==> src/rtl/beam_sum_accumulator.sv <==
// rtl/beam_sum_accumulator.sv - saturating accumulator summing NUM_CH signed channel samples into one beam sample
//
// Ports:
//   clk       clock, all state changes on the rising edge
//   rst       synchronous active-high reset
//   inData    signed channel sample (WIDTH bits)
//   inValid   inData valid this cycle
//   inReady   block accepts inData this cycle (high only while collecting)
//   outData   saturated beam sum (WIDTH bits)
//   outValid  outData/outOvf valid, held until taken
//   outReady  downstream accepts outData this cycle
//   outOvf    at least one add in this beam saturated
//   chIdx     index of the next channel expected, 0..NUM_CH-1
module beam_sum_accumulator #(
    parameter int WIDTH  = 16,
    parameter int NUM_CH = 8
) (
    input  logic             clk,
    input  logic             rst,
    input  logic [WIDTH-1:0] inData,
    input  logic             inValid,
    output logic             inReady,
    output logic [WIDTH-1:0] outData,
    output logic             outValid,
    input  logic             outReady,
    output logic             outOvf,
    output logic [7:0]       chIdx
);

    localparam logic [1:0] S_ACCUM = 2'd0;
    localparam logic [1:0] S_HOLD  = 2'd1;

    localparam logic [WIDTH-1:0] POS_RAIL = {1'b0, {(WIDTH-1){1'b1}}};
    localparam logic [WIDTH-1:0] NEG_RAIL = {1'b1, {(WIDTH-1){1'b0}}};
    localparam logic [7:0]       LAST_CH  = 8'(NUM_CH - 1);

    logic [1:0]       r_state;
    logic [1:0]       w_next_state;
    logic [WIDTH-1:0] r_acc;
    logic             r_sticky;
    logic [7:0]       r_ch_idx;
    logic [WIDTH-1:0] r_out_data;
    logic             r_out_valid;
    logic             r_out_ovf;

    logic             w_accept;
    logic             w_taken;
    logic             w_last;
    logic [WIDTH-1:0] w_a;
    logic [WIDTH-1:0] w_sum;
    logic             w_ovf;
    logic [WIDTH-1:0] w_result;
    logic             w_sticky;

    assign w_accept = inValid && inReady;
    assign w_taken  = r_out_valid && outReady;
    assign w_last   = (r_ch_idx == LAST_CH);

    // Channel 0 starts a new beam, so the previous beam's sum is ignored
    // rather than cleared in a separate cycle.
    assign w_a   = (r_ch_idx == 8'd0) ? '0 : r_acc;
    assign w_sum = w_a + inData;

    // Signed overflow: operands agree in sign but the wrapped sum does not.
    assign w_ovf    = (w_a[WIDTH-1] == inData[WIDTH-1]) && (w_sum[WIDTH-1] != w_a[WIDTH-1]);
    assign w_result = w_ovf ? (inData[WIDTH-1] ? NEG_RAIL : POS_RAIL) : w_sum;
    assign w_sticky = (r_ch_idx == 8'd0) ? w_ovf : (r_sticky | w_ovf);

    // State register
    always_ff @(posedge clk) begin
        if (rst) begin
            r_state <= S_ACCUM;
        end else begin
            r_state <= w_next_state;
        end
    end

    // Next-state logic
    always_comb begin
        w_next_state = r_state;
        case (r_state)
            S_ACCUM: if (w_accept && w_last) w_next_state = S_HOLD;
            S_HOLD:  if (w_taken)            w_next_state = S_ACCUM;
            default:                         w_next_state = S_ACCUM;
        endcase
    end

    // Output logic: readiness depends on state only, never on inValid.
    always_comb begin
        inReady = 1'b0;
        if (r_state == S_ACCUM) inReady = 1'b1;
    end

    // Datapath registers
    always_ff @(posedge clk) begin
        if (rst) begin
            r_acc       <= '0;
            r_sticky    <= 1'b0;
            r_ch_idx    <= 8'd0;
            r_out_data  <= '0;
            r_out_valid <= 1'b0;
            r_out_ovf   <= 1'b0;
        end else begin
            case (r_state)
                S_ACCUM: begin
                    if (w_accept) begin
                        r_acc    <= w_result;
                        r_sticky <= w_sticky;
                        if (w_last) begin
                            r_out_data  <= w_result;
                            r_out_ovf   <= w_sticky;
                            r_out_valid <= 1'b1;
                            r_ch_idx    <= 8'd0;
                        end else begin
                            r_ch_idx <= r_ch_idx + 8'd1;
                        end
                    end
                end
                S_HOLD: begin
                    if (w_taken) r_out_valid <= 1'b0;
                end
                default: begin
                    // Unused encoding: recover to a clean beam start.
                    r_ch_idx    <= 8'd0;
                    r_out_valid <= 1'b0;
                end
            endcase
        end
    end

    assign outData  = r_out_data;
    assign outValid = r_out_valid;
    assign outOvf   = r_out_ovf;
    assign chIdx    = r_ch_idx;

endmodule
==> config.mk <==
export PLATFORM = sky130hd
export DESIGN_NAME = beam_sum_accumulator
export DESIGN_NICKNAME = d
export VERILOG_FILES = /design/src/rtl/beam_sum_accumulator.sv
export SDC_FILE = /design/constraint.sdc
export NUM_CORES = 1
export LEC_CHECK = 0
export ABC_AREA = 1
export CAP_MARGIN = 20
export CORE_ASPECT_RATIO = 1.75
export CORE_MARGIN = 2
export CORE_UTILIZATION = 40
export CTS_CLUSTER_SIZE = 24
export DETAILED_ROUTE_END_ITERATION = 12
export PLACE_DENSITY = 0.72
export SYNTH_ARGS = -nofsm -noshare
export SYNTH_HDL_FRONTEND = slang
export SYNTH_SLANG_ARGS = --single-unit
export TNS_END_PERCENT = 50
==> constraint.sdc <==
create_clock -name clk -period 5.4 [get_ports clk]
set_clock_uncertainty 0.05 [all_clocks]
set_input_delay 0.54 -clock clk [delete_from_list [all_inputs] [get_ports clk]]
set_output_delay 0.54 -clock clk [all_outputs]
set_load 0.05 [all_outputs]
==> flow_summary.toml <==
[synthesis]
ys_ff_latch = 44
ys_seq_area_share_pct = 30.32
synth.cell_area_um2 = 2905
ys_top_cells_by_area = "dfxtp_1, nand2_1, inv_1"
synthSimpleGateAreaFrac_pct = 37.04
synth_nets = 499
synth.top_cell.area_share_pct = 30.32
synth_xor_area_share_pct = 2.110
avgSynthCellArea_um2 = 6.316
synthCells = 460
yosysUniqueCellTypes = 32
ys_warn_count = 0
yosysTopAreaCell = "dfxtp_1"
synth_fa_ha_area_share_pct = 8.699
synth_top_family_by_area = "simple AND/OR/NAND/NOR gates"
synth_mux_area_share_pct = 0
synth-compound-area-share_pct = 7.924

[cells_and_area]
area_delta_synth_final_pct = 22.65
layout_common_cells = "nand2_1, inv_1, clkdlybuf4s50_1, dfxtp_1, nor2_1"
diodes = 0
final_core_util_pct = 49.97
mostFrequentLayoutCell = "nand2_1"
final_nets = 541
drive_gt1_share_pct = 5.964

[routing]
drc = 0
wl_per_cell_um = 11.59
drtAntennaViolNets = 0
vias = 2779
drt-initial-drc-count = 111
vias_per_cell = 4.718
firstDrtPassIters = 4
drt-total-wl_um = 6825

[global_routing]
grt-ovfl-total = 0
grt_max_degree = 29
grt_usage_pct = 18.33
grt_pass1_wl_um = 11230
grt_pass1_vias = 2626
antenna_found_initial = 0

[timing]
max_slew_margin_pct = 41.15
setup_tns_ns = 0
fmax_mhz = 244.5
tightest_slew_ns = 0.8800
finalMaxSlewViolations = 0
rsz0062_at_grt = "no"
hold_viol = 0
min_period_over_period_pct = 75.74
setup_viol = 0
fin_crit_ns = 4.090
post-route-worst-setup-slack_ns = 1.310

[floorplan]
io_pins = 47
fp.dieArea_um2 = 7988
dieHeight_um = 116.7
start_util_pct = 40.74
die_w_um = 68.43
rows = 41
core_um2 = 7131

[critical_path]
cp_max_fo = 16
cp-end-kind = "flop"
cp-start-kind = "flop"
required_ns = 5.53
arrival_ns = 4.22
critPathKind = "flop to flop"

[power]
power.switching_fraction_pct = 29.67
power_frac_clock_pct = 36.8
intPower_w = 0.0006417
p_seq_share_pct = 38.0
power.switching_w = 0.0002707
peakVddDrop_mv = 0.1878
power.density_nw_per_um2 = 256.0
leakagePower_nw = 1.872
comb_power_share_pct = 25.3

[clock_tree]
numCtsBuffers = 5
cts_hold_buffers = 0
insertion_delay_ns = 0.29
cts_tree = "built"
post_cts_buffers = 0
cts.sinks = 44
clkTransAtPathRegs_ns = 0.06
cts_buffer_depth = 2
cts-resized-gates = 0
htree_levels = 2
cts-root-buf = "clkbuf_16"

[placement]
dp_hpwl_um = 5410
gp_congestion = 0.9132
dp_worst_setup_slack_ns = 1.326
port_buffers = 46

[run_status]
outcome = "finished clean"

[min_path]
hold_class = "flop to flop"

[run]
drv_cap = 0
==> cells in the mapped netlist <==
cell type and number:
clkbuf_1 4, nand3b_1 2, buf_4 2, nor2_4 1
and2_1 1, nand3_1 30, o21ai_0 6, o21ai_1 6
inv_1 83, xor2_1 5, or2_2 2, or2_0 1
fa_1 2, o21bai_1 1, nand4_1 2, a211oi_1 1
nand2_1 158, inv_2 5, buf_6 3, ha_1 17
nand2_2 7, nor3_4 1, a21oi_1 31, buf_2 2
nor3_1 1, nor2_2 2, nand3_4 2, xnor2_1 2
nand3_2 1, dfxtp_1 44, nand2_4 2, nor2_1 33
==> routing by layer <==
layer	wire length, um	part of all wire, %	vias to the layer above	track usage (%)
met2	3690	54	44	34.04
li1	-	-	1481	-
met5	0	0	-	0
met1	2797	41	1244	20.26
met4	161	2.4	0	7.467
met3	176	2.6	10	2.023
==> state kept, by name, summed over array words and instances, names as in the netlist <==
| register | flops |
|---|---|
| r_sticky | 1 |
| outData | 16 |
| r_state | 1 |
| r_acc | 16 |
| outOvf | 1 |
| chIdx | 8 |
| outValid | 1 |
==> cells by family (layout without fill, tap and decap cells) <==
logic type	after synthesis	after routing
XOR/XNOR	7	7
buffers and inverters	99	142
AND/OR/NAND/NOR	246	246
adder cells (fa/ha/maj)	19	19
flip-flops	44	44
AO/OA/AOI/OAI	45	45
==> per-stage QoR <==
stage	std cells	area (um^2)	power [W]	hold slack, ns
5_1_grt	589	3563	0.0009665	0.4195
6_report	589	3563	0.0009124	0.4032
3_3_place_gp	581	3400	0.0005805	0.3947
3_5_place_dp	581	3400	0.0005832	0.3921
4_1_cts	589	3563	0.0009227	0.4044
2_1_floorplan	460	2905	0.0005293	0.4187
==> worst paths after layout <==
check | start | to | slack (ns) | cells after the start
min | outData[7] | outData[7] | 0.40 | 2
max reg2reg | chIdx[0] | r_acc[6] | 1.31 | 22
min reg2reg | outData[7] | outData[7] | 0.40 | 2
max | chIdx[0] | r_acc[6] | 1.31 | 22
==> power groups by stage <==
stage	Sequential, W	Combinational (W)	Clock, W
floorplan	0.000357	0.000172	0
global placement	0.000353	0.000228	0
detailed placement	0.000354	0.000229	0
CTS	0.000346	0.000232	0.000344
global route	0.000347	0.000264	0.000355
finish	0.000346	0.000231	0.000335
==> critical path: stages (launching register included) <==
cell,delay (ns)
dfxtp_1,0.35
inv_1,0.09
ha_1,0.14
inv_1,0.03
nor2_1,0.17
nand2_4,0.11
inv_1,0.40
nor2_1,0.11
ha_1,0.39
nand2_1,0.12
nor2_1,0.16
and2_1,0.14
nand2_1,0.07
nand2_1,0.10
a21oi_1,0.06
o21bai_1,0.16
fa_1,0.49
nor2_1,0.21
nand3_4,0.21
nand3_1,0.13
nand2_1,0.08
o21ai_1,0.15
inv_1,0.05
==> cell type report <==
| cell class | count | area [um^2] |
|---|---|---|
| multi-input cells | 317 | 1620 |
| clock buffers | 6 | 128.9 |
| clock inverters | 2 | 35.03 |
| flip-flops and latches | 44 | 880.8 |
| well taps | 86 | 107.6 |
| repair buffers | 46 | 460.4 |
| fillers | 702 | 3567 |
| inverters | 88 | 330.3 |
Power figures use the tool's default switching activity.
